<file path="src/rtl/traffic_phase_scheduler.sv">
// Two-road intersection phase scheduler with a pedestrian crossing.
// Dwell timing counts timebase ticks; lamps are Moore-decoded and registered.
module traffic_phase_scheduler #(
  parameter int unsigned GREEN_MIN = 4,
  parameter int unsigned GREEN_MAX = 8,
  parameter int unsigned YELLOW_T  = 2,
  parameter int unsigned ALLRED_T  = 1,
  parameter int unsigned WALK_T    = 3,
  parameter int unsigned CNT_W     = 8
) (
  input  logic       clk,
  input  logic       rst,
  input  logic       tick,
  input  logic       car_local,
  input  logic       ped_req,
  output logic [1:0] M_H,
  output logic [1:0] L_R,
  output logic       walk,
  output logic       ped_pending,
  output logic [2:0] phase
);

  typedef enum logic [2:0] {
    MAIN_GREEN   = 3'd0,
    MAIN_YELLOW  = 3'd1,
    ALLRED_1     = 3'd2,
    LOCAL_GREEN  = 3'd3,
    LOCAL_YELLOW = 3'd4,
    ALLRED_2     = 3'd5,
    PED_WALK     = 3'd6
  } state_t;

  localparam logic [1:0] LAMP_GREEN  = 2'b11;
  localparam logic [1:0] LAMP_YELLOW = 2'b10;
  localparam logic [1:0] LAMP_RED    = 2'b00;

  // Gap-out is possible only once local green has run GREEN_MIN ticks.
  localparam bit          GAP_EN = (GREEN_MAX > GREEN_MIN);
  localparam int unsigned GAP_TH = GAP_EN ? (GREEN_MAX - 1 - GREEN_MIN) : 0;

  state_t             state;
  state_t             nxt_state;
  logic [CNT_W-1:0]   cnt;
  logic [CNT_W-1:0]   nxt_cnt;
  logic               nxt_pend;
  logic               req;
  logic               done;
  logic               gap;

  // Dwell reload value (duration minus one) for the state being entered.
  function automatic logic [CNT_W-1:0] dwell_load(input state_t s);
    case (s)
      MAIN_YELLOW,
      LOCAL_YELLOW: dwell_load = CNT_W'(YELLOW_T - 1);
      ALLRED_1,
      ALLRED_2:     dwell_load = CNT_W'(ALLRED_T - 1);
      LOCAL_GREEN:  dwell_load = CNT_W'(GREEN_MAX - 1);
      PED_WALK:     dwell_load = CNT_W'(WALK_T - 1);
      default:      dwell_load = CNT_W'(GREEN_MIN - 1);
    endcase
  endfunction

  function automatic logic [1:0] main_lamp(input state_t s);
    case (s)
      MAIN_GREEN:  main_lamp = LAMP_GREEN;
      MAIN_YELLOW: main_lamp = LAMP_YELLOW;
      default:     main_lamp = LAMP_RED;
    endcase
  endfunction

  function automatic logic [1:0] local_lamp(input state_t s);
    case (s)
      LOCAL_GREEN:  local_lamp = LAMP_GREEN;
      LOCAL_YELLOW: local_lamp = LAMP_YELLOW;
      default:      local_lamp = LAMP_RED;
    endcase
  endfunction

  // Next state, dwell counter and pending-request latch.
  always_comb begin
    nxt_state = state;
    nxt_cnt   = cnt;
    nxt_pend  = ped_pending;
    req       = ped_pending | ped_req;
    done      = (cnt == '0);
    gap       = GAP_EN && !car_local && (cnt <= CNT_W'(GAP_TH));

    case (state)
      MAIN_GREEN: begin
        if (tick && done && (car_local || req)) nxt_state = MAIN_YELLOW;
      end
      MAIN_YELLOW: begin
        if (tick && done) nxt_state = ALLRED_1;
      end
      ALLRED_1: begin
        if (tick && done) begin
          if (req)            nxt_state = PED_WALK;
          else if (car_local) nxt_state = LOCAL_GREEN;
          else                nxt_state = MAIN_GREEN;
        end
      end
      LOCAL_GREEN: begin
        if (tick && (done || gap)) nxt_state = LOCAL_YELLOW;
      end
      LOCAL_YELLOW: begin
        if (tick && done) nxt_state = ALLRED_2;
      end
      PED_WALK: begin
        if (tick && done) nxt_state = ALLRED_2;
      end
      ALLRED_2: begin
        if (tick && done) nxt_state = MAIN_GREEN;
      end
      default: nxt_state = MAIN_GREEN;
    endcase

    if (nxt_state != state)  nxt_cnt = dwell_load(nxt_state);
    else if (tick && !done)  nxt_cnt = cnt - CNT_W'(1);

    if (state != PED_WALK) begin
      if (nxt_state == PED_WALK) nxt_pend = 1'b0;
      else if (ped_req)          nxt_pend = 1'b1;
    end
  end

  // State register with registered lamp decode of the incoming state.
  always_ff @(posedge clk) begin
    if (rst) begin
      state       <= MAIN_GREEN;
      cnt         <= CNT_W'(GREEN_MIN - 1);
      ped_pending <= 1'b0;
      M_H         <= LAMP_GREEN;
      L_R         <= LAMP_RED;
      walk        <= 1'b0;
    end else begin
      state       <= nxt_state;
      cnt         <= nxt_cnt;
      ped_pending <= nxt_pend;
      M_H         <= main_lamp(nxt_state);
      L_R         <= local_lamp(nxt_state);
      walk        <= (nxt_state == PED_WALK);
    end
  end

  assign phase = 3'(state);

endmodule

</file>
<file path="config.mk">
export PLATFORM = sky130hd
export DESIGN_NAME = traffic_phase_scheduler
export DESIGN_NICKNAME = d
export VERILOG_FILES = /design/src/rtl/traffic_phase_scheduler.sv
export SDC_FILE = /design/constraint.sdc
export NUM_CORES = 1
export LEC_CHECK = 0
export CAP_MARGIN = 15
export CORE_ASPECT_RATIO = 1.75
export CORE_MARGIN = 4
export CORE_UTILIZATION = 30
export CTS_CLUSTER_DIAMETER = 150
export CTS_CLUSTER_SIZE = 14
export DETAILED_ROUTE_END_ITERATION = 8
export PLACE_DENSITY = 0.52
export SLEW_MARGIN = 20
export SYNTH_ARGS = -nofsm -noshare
export SYNTH_HDL_FRONTEND = slang
export SYNTH_SLANG_ARGS = --single-unit
export TNS_END_PERCENT = 30
</file>
<file path="constraint.sdc">
create_clock -name clk -period 2.96 [get_ports clk]
set_input_delay 0.296 -clock clk [delete_from_list [all_inputs] [get_ports clk]]
set_output_delay 0.296 -clock clk [all_outputs]
set_load 0.005 [all_outputs]
</file>
### Word level (Yosys, flattened, before mapping)

Index checks and enable logic that the tools add are counted.

* register bits after elaboration: 17
* output and inout bits: 9
* logic and storage cells: 57
* bits of input ports: 5

* add/subtract/negate cells: 1
* bitwise logic cells: 1
* equality and inequality tests: 14
* multiplexer cells: 16
* $lt $le $gt $ge: 1
* reduce and logical (&&, ||, !) cells: 18

Operator list (number)
* $mux 3: 7
* $eq 3x3->1 const B: 6
* $pmux 3 s6: 1
* $mux 8: 2
* $eq 3x2->1 const B: 4
* $pmux 3 s4: 1
* $le 8x2->1 const B: 1
* $logic_not 8->1: 1
* $pmux 2 s2: 2
* $sub 8x1->8 const B: 1
* $eq 3x1->1 const B: 2
* $logic_not 3->1: 2
* $reduce_or 2->1: 3
* $logic_and 1x1->1: 5
* $reduce_bool 2->1: 2
* $ne 3x3->1: 1
* $ne 3x3->1 const B: 1
* $logic_not 1->1: 2
* $logic_or 1x1->1: 2
* $mux 1: 2
* $mux 2: 1
* $reduce_and 2->1: 1
* $or 1x1->1: 1

### Logic depth before layout (Yosys ltp)

Gate-level depths: netlist of the first run.

* depth after elaboration: 10
* depth in mapped cells: 8

### Worst setup path after synthesis of the first run

OpenSTA, ideal clock, no wires.

* path type: reg-to-reg
* from: reg cnt[0]
* to: reg cnt[2]
* path slack: 856 ps
* cell stages (with the launch flop): 9
* clock period less this slack: 2104 ps
* required time: 2845 ps
* setup time: 115 ps
* arrival: 1990 ps
* buffers on the path: 0
* cells stage by stage: dfxtp_1 > inv_1 > ha_1 > nor4bb_1 > nand3_1 > a221o_1 > o211ai_4 > nor2_1 > o21a_1

* word-level cells in the longest chain between the ends: 10
* elaborated cells on any way between the ends: 30
* those cells by class: add/sub: 1; order compare: 1; eq/ne: 7; mux: 10; reduce/logical: 11

RTL lines
* start, declared: line 43 `logic [CNT_W-1:0] cnt;`
* start signal, assigned: line 130 `cnt <= CNT_W'(GREEN_MIN - 1);`
* start signal, assigned: line 137 `cnt <= nxt_cnt;`
* $le 8x2->1: line 86 `gap = GAP_EN && !car_local && (cnt <= CNT_W'(GAP_TH));`
* $logic_and 1x1->1: line 86
* $logic_or 1x1->1: line 103 `if (tick && (done || gap)) nxt_state = LOCAL_YELLOW;`
* $logic_and 1x1->1: line 103
* $mux 3: line 103
* $pmux 3 s6: line 88 `case (state)`
* $eq 3x2->1, or another cell as far along: line 52 `case (s)`
* $reduce_or 2->1: line 52
* $pmux 3 s4: line 52
* $mux 8: line 117 `if (nxt_state != state) nxt_cnt = dwell_load(nxt_state);`

Parallel ways exist; a longest one is shown, timed or not. The select of a mux whose other input is x is not followed.
A chain may end at the register's enable or synchronous reset.

### Worst setup path after layout of the first run

* from: in tick
* to: reg cnt[1]

* word-level cells in the longest chain between the ends: 8
* elaborated cells on any way between the ends: 23
* those cells by class: eq/ne: 7; mux: 9; reduce/logical: 7

RTL lines
* start, declared: line 13 `input logic tick,`
* $logic_and 1x1->1
* $logic_and 1x1->1: line 90 `if (tick && done && (car_local || req)) nxt_state = MAIN_YELLOW;`
* $mux 3: line 90
* $pmux 3 s6: line 88
* $eq 3x2->1, or another cell as far along: line 52
* $reduce_or 2->1: line 52
* $pmux 3 s4: line 52
* $mux 8: line 117

Parallel ways exist; a longest one is shown, timed or not.

==> results of run 1 <==
[Yosys cell counts, drive strengths merged]
cell type	n	area [um2]
ha	2	25.0
o21a	2	15.0
mux2	1	11.3
xnor2	2	17.5
a21boi	1	7.51
nor4bb	1	10.0
nor4b	1	8.76
o211a	1	10.0
nor4	1	12.5
or3b	2	17.5
a221o	1	10.0
o211ai	1	21.3
buf	1	5.00
nand4	1	6.26
nor2b	3	18.8
inv	7	26.3
nor3	6	30.0
a41oi	1	8.76
nand2	6	22.5
o21bai	1	7.51
and4	1	8.76
a21oi	7	35.0
a311oi	1	8.76
xor2	5	43.8
a211oi	4	35.0
or4	1	11.3
nand3	4	20.0
clkbuf	3	11.3
nand4b	1	8.76
o21ai	4	20.0
a31o	1	8.76
a21o	1	7.51
and2	2	12.5
nand2b	1	6.26
and3b	2	17.5
or3	1	11.3
a31oi	2	27.5
o31a	1	8.76
dfxtp	17	340
a22oi	1	7.51
nor2	14	52.6
o41ai	1	8.76
nand3b	2	15.0
[stage by stage]
| step | setup WS [ps] | std cells | area (um2) |
|---|---|---|---|
| floorplan | 856 | 119 | 1020 |
| global placement | 346 | 171 | 1190 |
| detailed placement | 278 | 171 | 1190 |
| CTS | 532 | 175 | 1230 |
| global route | 318 | 175 | 1230 |
| finish | 523 | 175 | 1230 |
[path summary, 6_finish.rpt]
| check | startpoint | to | cells after the start |
|---|---|---|---|
| hold / removal | ped_pending | ped_pending | 2 |
| setup reg to reg | cnt[0] | cnt[1] | 8 |
| setup / recovery | tick | cnt[1] | 7 |
| hold reg to reg | ped_pending | ped_pending | 2 |
[per-layer routing]
layer	global-route usage, %	routed length [um]
met4	5.73	56
met2	21.3	1280
met1	14.6	1010
met5	0	0
met3	1.93	91
[logic make-up (layout without fill, tap and decap cells)]
logic type	Yosys count	in the layout
AO/OA/AOI/OAI	31	31
AND/OR/NAND/NOR	50	50
multiplexers	1	1
adder cells (fa/ha/maj)	2	2
flip-flops	17	17
buffers and inverters	11	24
XOR/XNOR	7	7
[layout by cell type (no fill, tap or decap), types with 2 or more instances in the layout]
cell type / instances
dfxtp_1: 17
nor2_1: 14
clkdlybuf4s50_1: 13
inv_1: 7
a21oi_1: 7
nor3_1: 6
nand2_1: 6
xor2_1: 5
nand3_1: 4
nor2b_1: 3
a211oi_1: 3
o21ai_0: 3
clkbuf_8: 3
o21a_1: 2
and3b_1: 2
or3b_2: 2
xnor2_1: 2
and2_1: 2
nand3b_1: 2
ha_1: 2
[sequential cells by signal (all words and copies together), names as in the netlist]
register,count
M_H,2
L_R,2
phase,3
cnt,8
ped_pending,1
walk,1
[final cells by class]
cell class                      count  area, um2  area share (%)
Clock inverter                      1       5.00           0.406
Tap cell                           43       53.8            4.37
Sequential cell                    17        340            27.6
Inverter                            7       26.3            2.13
Clock buffer                        3       41.3            3.35
Timing Repair Buffer               13        130            10.6
Multi-Input combinational cell     91        636            51.6
[power by group through the flow]
stage               Clock (W)  Sequential [W]  Combinational [W]
floorplan                   0        0.000247          0.0000462
global placement            0        0.000249          0.0000643
detailed placement          0        0.000249          0.0000659
CTS                  0.000177        0.000244          0.0000663
global route         0.000190        0.000245          0.0000748
finish               0.000175        0.000244          0.0000659
[worst max-delay path, stage by stage]
cell	delay, ps
clkdlybuf4s50_1	560
nor4bb_1	500
nand3_1	140
a221o_1	430
o211ai_4	380
o21ai_1	120
a21o_1	160
==> metrics.md, run 1 <==
| Metric | Value |
|---|---|
| Seq pwr share | `50.3%` |
| Adder-cell share of the synthesized area | `2.46%` |
| H-tree Lvls | `1` |
| Final worst-path cycle share | `82.3%` |
| Die width | `52.0 um` |
| Fin. Hold Viols | `0` |
| GRT Total Usage | `12.4%` |
| Leakage | `0.456 nW` |
| Mapped Avg Cell Area | `8.56 um2` |
| Die height | `85.1 um` |
| Distinct cells, synth | `46` |
| Final count of pins violating max slew | `0` |
| CP Launch Type | `input pin` |
| Synthesized Nets | `126` |
| Die ar. | `4430 um2` |
| WS Path Type | `in2reg` |
| Outcome | `finished, final reports clean` |
| VDD IR max | `0.000211 V` |
| Number of port buffers | `13` |
| Crit end category | `flip-flop` |
| Relative slew slack | `53.0%` |
| Final Util | `38.4%` |
| Post-Synth Simple-Gate Area | `28.5%` |
| Final Setup Violations | `0` |
| Vias in the first global route | `961` |
| Clk_skew | `1.15 ps` |
| Main combinational cell family by area after synthesis | `simple AND/OR/NAND/NOR gates` |
| Clock buffer depth | `2` |
| Sw frac | `25.8%` |
| Min Hold Slack | `590 ps` |
| Via count | `925` |
| Comb power frac | `13.6%` |
| Worst Max-Slew Pin Slew | `696 ps` |
| HP Class | `reg2reg` |
| CTS root buffer | `clkbuf_8` |
| Drt via density | `5.29` |
| Post-Syn Area | `1020 um2` |
| CTS tree | `built` |
| Initial antenna violation count | `0` |
| #FFs+latches synth | `17` |
| Internal Dissipation | `0.000360 W` |
| DRC | `0` |
| First-pass GRT wire length | `4.37 mm` |
| Initial Util | `31.7%` |
| Crit Path Max Fanout | `10` |
| Sequential area share after synthesis | `33.4%` |
| GRT overflow | `0` |
| Number of setup buffers added after CTS | `0` |
| Syn. warnings | `0` |
| Fin nets | `140` |
| DR pass1 iterations | `4` |
| Largest net degree at the start of global routing | `16` |
| CP required | `3110 ps` |
| Total wire length | `2.44 mm` |
| Pwr/cell area | `394 nW/um2` |
| RePlAce Congestion | `0.812` |
| XOR/XNOR Fraction of Synth Area | `6.02%` |
| Multiplexer share of the synthesized area | `1.11%` |
| Cells after synthesis | `119` |
| Post_cts resized | `0` |
| Reg clk slew, reported paths | `70 ps` |
| Drt wl/cell | `13.9 um` |
| Clock power frac | `36.1%` |
| Setup tns final | `0 ps` |
| FMAX | `410 MHz` |
| DP Wirelength | `1.87 mm` |
| Compound-Gate Fraction of Synth Area | `24.3%` |
| Unrepaired setup endpoints after global routing | `no` |
| Core ar. | `3210 um2` |
| Fillers | `336` |
| Power Total | `0.000485 W` |
| Tmin final | `2440 ps` |
| Total CTS buffers | `3` |
| Share of layout cells above drive strength 1 | `10.6%` |
| Drt first-iter violations | `15` |
| Max cap viols | `0` |
| Num ports | `14` |
| Antenna-violating nets left | `0` |
| Clk_lat worst skew | `250 ps` |
| Synthesis-to-finish area growth | `21.0%` |
| Worst Path Arrival | `2590 ps` |
| Sink Count | `17` |
| N_diodes | `0` |
| Std cell rows | `27` |
| CTS Hold Bufs | `0` |
| P_sw | `0.000125 W` |
| R2R Setup Slk | `530 ps` |
No activity file was read; power rests on OpenSTA's default activity.
==> run 2, diff against run 1 <==
clock period = 2.4 ns   (was 2.96 ns; I/O delays follow)
==> run 2 against run 1 <==
Against the previous run: critical path depth stayed put; die area unchanged; core utilization rose by 3.5 points; critical endpoint unchanged.
==> metrics.md, run 2 (synthesized netlist as in run 1, its figures left out) <==
| Metric | Value |
|---|---|
| Most frequent cells in the layout | `dfxtp_1 (17), buf_4 (15), nor2_1 (14), clkdlybuf4s50_1 (13)` |
| CP bufs+invs | `1` |
| Comb power frac | `15.1%` |
| WS Path Type | `in2reg` |
| Drt wl/cell | `12.8 um` |
| Fin. Hold Viols | `0` |
| Initial Util | `31.7%` |
| First-pass GRT wire length | `4.41 mm` |
| R2r worst-path depth | `6` |
| Crit Path Max Fanout | `8` |
| Leakage | `0.529 nW` |
| DRC | `0` |
| CP Launch Type | `input pin` |
| P_sw | `0.000152 W` |
| CP peak stage delay | `530 ps` |
| Critical Path, Cell by Cell | `clkdlybuf4s50_1 -> or3b_2 -> o31a_1 -> or3_4 -> o211ai_4 -> o21ai_1 -> a21o_1` |
| Drt first-iter violations | `29` |
| Drt via density | `5.00` |
| Share of layout cells above drive strength 1 | `19.7%` |
| Final Setup Violations | `0` |
| Die ar. | `4430 um2` |
| Initial antenna violation count | `0` |
| Number of setup buffers added after CTS | `0` |
| Crit end category | `flip-flop` |
| Worst Hold Depth | `2` |
| Clock power frac | `35.0%` |
| CTS tree | `built` |
| FMAX | `455 MHz` |
| DP Wirelength | `1.98 mm` |
| Worst Max-Slew Pin Slew | `542 ps` |
| CP required | `2550 ps` |
| Crit path max-delay cell type | `clkdlybuf4s50_1` |
| Pwr/cell area | `449 nW/um2` |
| RePlAce Congestion | `0.824` |
| Synthesis-to-finish area growth | `32.1%` |
| Fin nets | `155` |
| Total wire length | `2.44 mm` |
| Num ports | `14` |
| Worst Path Arrival | `2340 ps` |
| DR pass1 iterations | `5` |
| Tmin final | `2200 ps` |
| Unrepaired setup endpoints after global routing | `no` |
| Biggest register | `cnt` |
| H-tree Lvls | `1` |
| Clock buffer depth | `2` |
| Final count of pins violating max slew | `0` |
| Fillers | `327` |
| HP Class | `reg2reg` |
| GRT Total Usage | `12.9%` |
| N_diodes | `0` |
| Max FFs per register | `8` |
| Final worst-path cycle share | `91.6%` |
| Largest net degree at the start of global routing | `16` |
| Sw frac | `25.1%` |
| Clk_skew | `5.17 ps` |
| Die width | `52.0 um` |
| Core ar. | `3210 um2` |
| VDD IR max | `0.000288 V` |
| Power Total | `0.000604 W` |
| Top delay family on crit path | `simple AND/OR/NAND/NOR gates` |
| Final Util | `41.9%` |
| Relative slew slack | `63.8%` |
| CTS Hold Bufs | `0` |
| Die height | `85.1 um` |
| Commonest non-fill, non-tap cell in the layout | `dfxtp_1` |
| GRT overflow | `0` |
| Vias in the first global route | `990` |
| Reg clk slew, reported paths | `60 ps` |
| Antenna-violating nets left | `0` |
| Seq pwr share | `49.8%` |
| Internal Dissipation | `0.000452 W` |
| Post_cts resized | `0` |
| CTS root buffer | `clkbuf_8` |
| Number of port buffers | `13` |
| Via count | `950` |
| Levels on crit path | `7` |
| Outcome | `finished, final reports clean` |
| Sink Count | `17` |
| Std cell rows | `27` |
| Max cap viols | `0` |
| Total CTS buffers | `3` |
| Clk_lat worst skew | `250 ps` |
| Setup tns final | `0 ps` |
run 2: worst paths after layout:
check	start	end	slack [ps]
max	tick	cnt[1]	200
min	cnt[7]	cnt[7]	600
max reg2reg	cnt[3]	cnt[1]	260
min reg2reg	cnt[7]	cnt[7]	600
run 2: worst reg2reg max path: stages, from the launching register on:
cell	delay (ps)
dfxtp_1	350
or4_4	580
o31a_1	340
or3_4	380
o211ai_4	130
o21ai_1	110
a21o_1	150
run 2: metal layers:
| metal | part of all wire (%) | up-vias | track usage [%] |
|---|---|---|---|
| li1 | - | 489 | - |
| met5 | 0 | - | 0 |
| met1 | 41 | 431 | 15.2 |
| met3 | 3.6 | 10 | 1.93 |
| met4 | 3.5 | 0 | 8.11 |
| met2 | 52 | 20 | 21.1 |
run 2: through the flow:
stage                     setup slack [ps]  area, um2  instances  hold WS [ps]
after floorplan                        296       1020        119           317
after global placement               -43.9       1300        186           574
after detailed placement             -45.3       1300        186           581
after CTS                              212       1350        190           602
after global routing                 0.656       1350        190           635
final                                  202       1350        190           601
run 2: area by class of cell:
class | count | area [um2] | share of cell area, %
clock inverter | 1 | 5.00 | 0.372
tap | 43 | 53.8 | 4.00
clock buffer | 3 | 41.3 | 3.07
inverter | 7 | 26.3 | 1.95
timing repair buffer | 28 | 243 | 18.0
sequential | 17 | 340 | 25.3
multi-input combinational | 91 | 636 | 47.3
run 2: power by group through the flow:
stage | Clock [W] | Combinational [W] | Sequential [W]
CTS | 0.000220 | 0.0000919 | 0.000301
finish | 0.000211 | 0.0000912 | 0.000301
global route | 0.000233 | 0.000104 | 0.000302
global placement | 0 | 0.0000917 | 0.000307
floorplan | 0 | 0.0000569 | 0.000304
detailed placement | 0 | 0.0000913 | 0.000307
==> run 3, diff against run 2 <==
PLACE_DENSITY = 0.56   (was 0.52)
==> run 3 against run 2 <==
Against the previous run: combinational power barely moved; global-route usage fell by 0.10 points; non-clock buffer count fell by 2; critical path type unchanged; largest cell class unchanged; highest routed layer unchanged.
==> metrics.md, run 3 (synthesized netlist as in run 1, its figures left out) <==
| Metric | Value |
|---|---|
| Final Setup Violations | `0` |
| Drt wl/cell | `13.6 um` |
| HP Class | `reg2reg` |
| N_diodes | `0` |
| Fin nets | `153` |
| Fin. Hold Viols | `0` |
| Clock buffer depth | `2` |
| Reg clk slew, reported paths | `70 ps` |
| R2R Setup Slk | `240 ps` |
| Via count | `954` |
| Most frequent cells in the layout | `dfxtp_1 (17), nor2_1 (14), clkdlybuf4s50_1 (13), buf_4 (13)` |
| RePlAce Congestion | `0.796` |
| Biggest register | `cnt` |
| CP required | `2550 ps` |
| Critical R2R Capture | `cnt[1]` |
| CTS tree | `built` |
| Std cell rows | `27` |
| First-pass GRT wire length | `4.30 mm` |
| Number of port buffers | `13` |
| Unrepaired setup endpoints after global routing | `no` |
| Initial antenna violation count | `0` |
| H-tree Lvls | `1` |
| Worst Max-Slew Pin Slew | `641 ps` |
| CP Launch Type | `input pin` |
| M1 GR Usage | `13.4%` |
| GR Util met2 | `23.3%` |
| Tmin final | `2210 ps` |
| DR pass1 iterations | `4` |
| Reg2reg start | `cnt[0]` |
| Pwr/cell area | `454 nW/um2` |
| Commonest non-fill, non-tap cell in the layout | `dfxtp_1` |
| Final count of pins violating max slew | `0` |
| Hold Startpoint | `ped_pending` |
| Largest net degree at the start of global routing | `16` |
| Met3 Track Usage GR | `2.46%` |
| CTS Hold Bufs | `0` |
| CTS root buffer | `clkbuf_8` |
| Die ar. | `4430 um2` |
| Total wire length | `2.55 mm` |
| Sink Count | `17` |
| WS Path Type | `in2reg` |
| Num ports | `14` |
| Final Util | `41.6%` |
| Worst Hold Depth | `2` |
| Min-Delay Endpoint | `ped_pending` |
| Total CTS buffers | `3` |
| Placed insts | `184` |
| Final worst-path cycle share | `92.1%` |
| VDD IR max | `0.000188 V` |
| Antenna-violating nets left | `0` |
| Worst Path Arrival | `2360 ps` |
| Crit Path Max Fanout | `8` |
| GRT overflow | `0` |
| Synthesis-to-finish area growth | `31.2%` |
| Crit end category | `flip-flop` |
| Initial Util | `31.7%` |
| DRC | `0` |
| Fillers | `337` |
| Die width | `52.0 um` |
| Max FFs per register | `8` |
| Core ar. | `3210 um2` |
| DP Wirelength | `2.03 mm` |
| GRT Total Usage | `12.8%` |
| Outcome | `finished, final reports clean` |
| Clk_skew | `1.79 ps` |
| Drt first-iter violations | `8` |
| Die height | `85.1 um` |
| Max cap viols | `0` |
| Leakage | `0.520 nW` |
| Fin cells | `188` |
| Drt via density | `5.07` |
| Most Used Layer, Global Route | `met2` |
| Final Cell Area | `1340 um2` |
| R2r worst-path depth | `8` |
| Share of layout cells above drive strength 1 | `19.3%` |
| Vias in the first global route | `960` |
| Clk_lat worst skew | `250 ps` |
| Relative slew slack | `57.3%` |
| FMAX | `452 MHz` |
| Dpl cell area | `1280 um2` |
-- run 3: cell type report --
cell class | instances | area [um2] | share of cell area (%)
tap | 43 | 53.8 | 4.03
clock inverter | 1 | 5.00 | 0.375
inverter | 7 | 26.3 | 1.97
multi-input combinational | 91 | 642 | 48.0
sequential | 17 | 340 | 25.5
timing repair buffer | 26 | 228 | 17.0
clock buffer | 3 | 41.3 | 3.09
-- run 3: report_power, final --
group	internal [W]	switching, W	total, W
Sequential	0.000291	0.0000101	0.000301
Clock	0.000115	0.0000988	0.000214
Combinational	0.0000448	0.0000465	0.0000913
-- run 3: worst max-delay path by stage --
stage               endpoint  slack, ps   start
finish                cnt[1]        190    tick
global route          cnt[0]         80  cnt[1]
CTS                   cnt[1]        160  cnt[0]
detailed placement    cnt[1]        -40    tick
global placement      cnt[1]        -20    tick
floorplan             cnt[2]        300  cnt[0]
-- run 3: per-stage QoR --
| stage | power (W) | setup slack (ps) | setup TNS (ps) | hold slack [ps] |
|---|---|---|---|---|
| after detailed placement | 0.000398 | -39.1 | -177 | 588 |
| final | 0.000606 | 188 | 0 | 607 |
| after global placement | 0.000396 | -18.7 | -42.4 | 576 |
| after floorplan | 0.000361 | 296 | 0 | 317 |
| after global routing | 0.000639 | 79.4 | 0 | 640 |
| after CTS | 0.000614 | 165 | 0 | 599 |
-- run 3: what timing repair did --
item | in CTS | in global routing
setup endpoints to repair | 0 | 1
buffers inserted | 0 | 0
gates resized for setup | 0 | 1
-- run 3: per-layer routing --
layer | share of wire (%) | wire [um]
met5 | 0 | 0
met3 | 2.8 | 72
met2 | 57 | 1460
met1 | 39 | 989
met4 | 1.4 | 35
-- run 3: critical path, cell delays in order --
cell	delay, ps
clkdlybuf4s50_1	540
or3b_2	490
o31a_1	310
or3_4	380
o211ai_4	130
o21ai_1	110
a21o_1	160
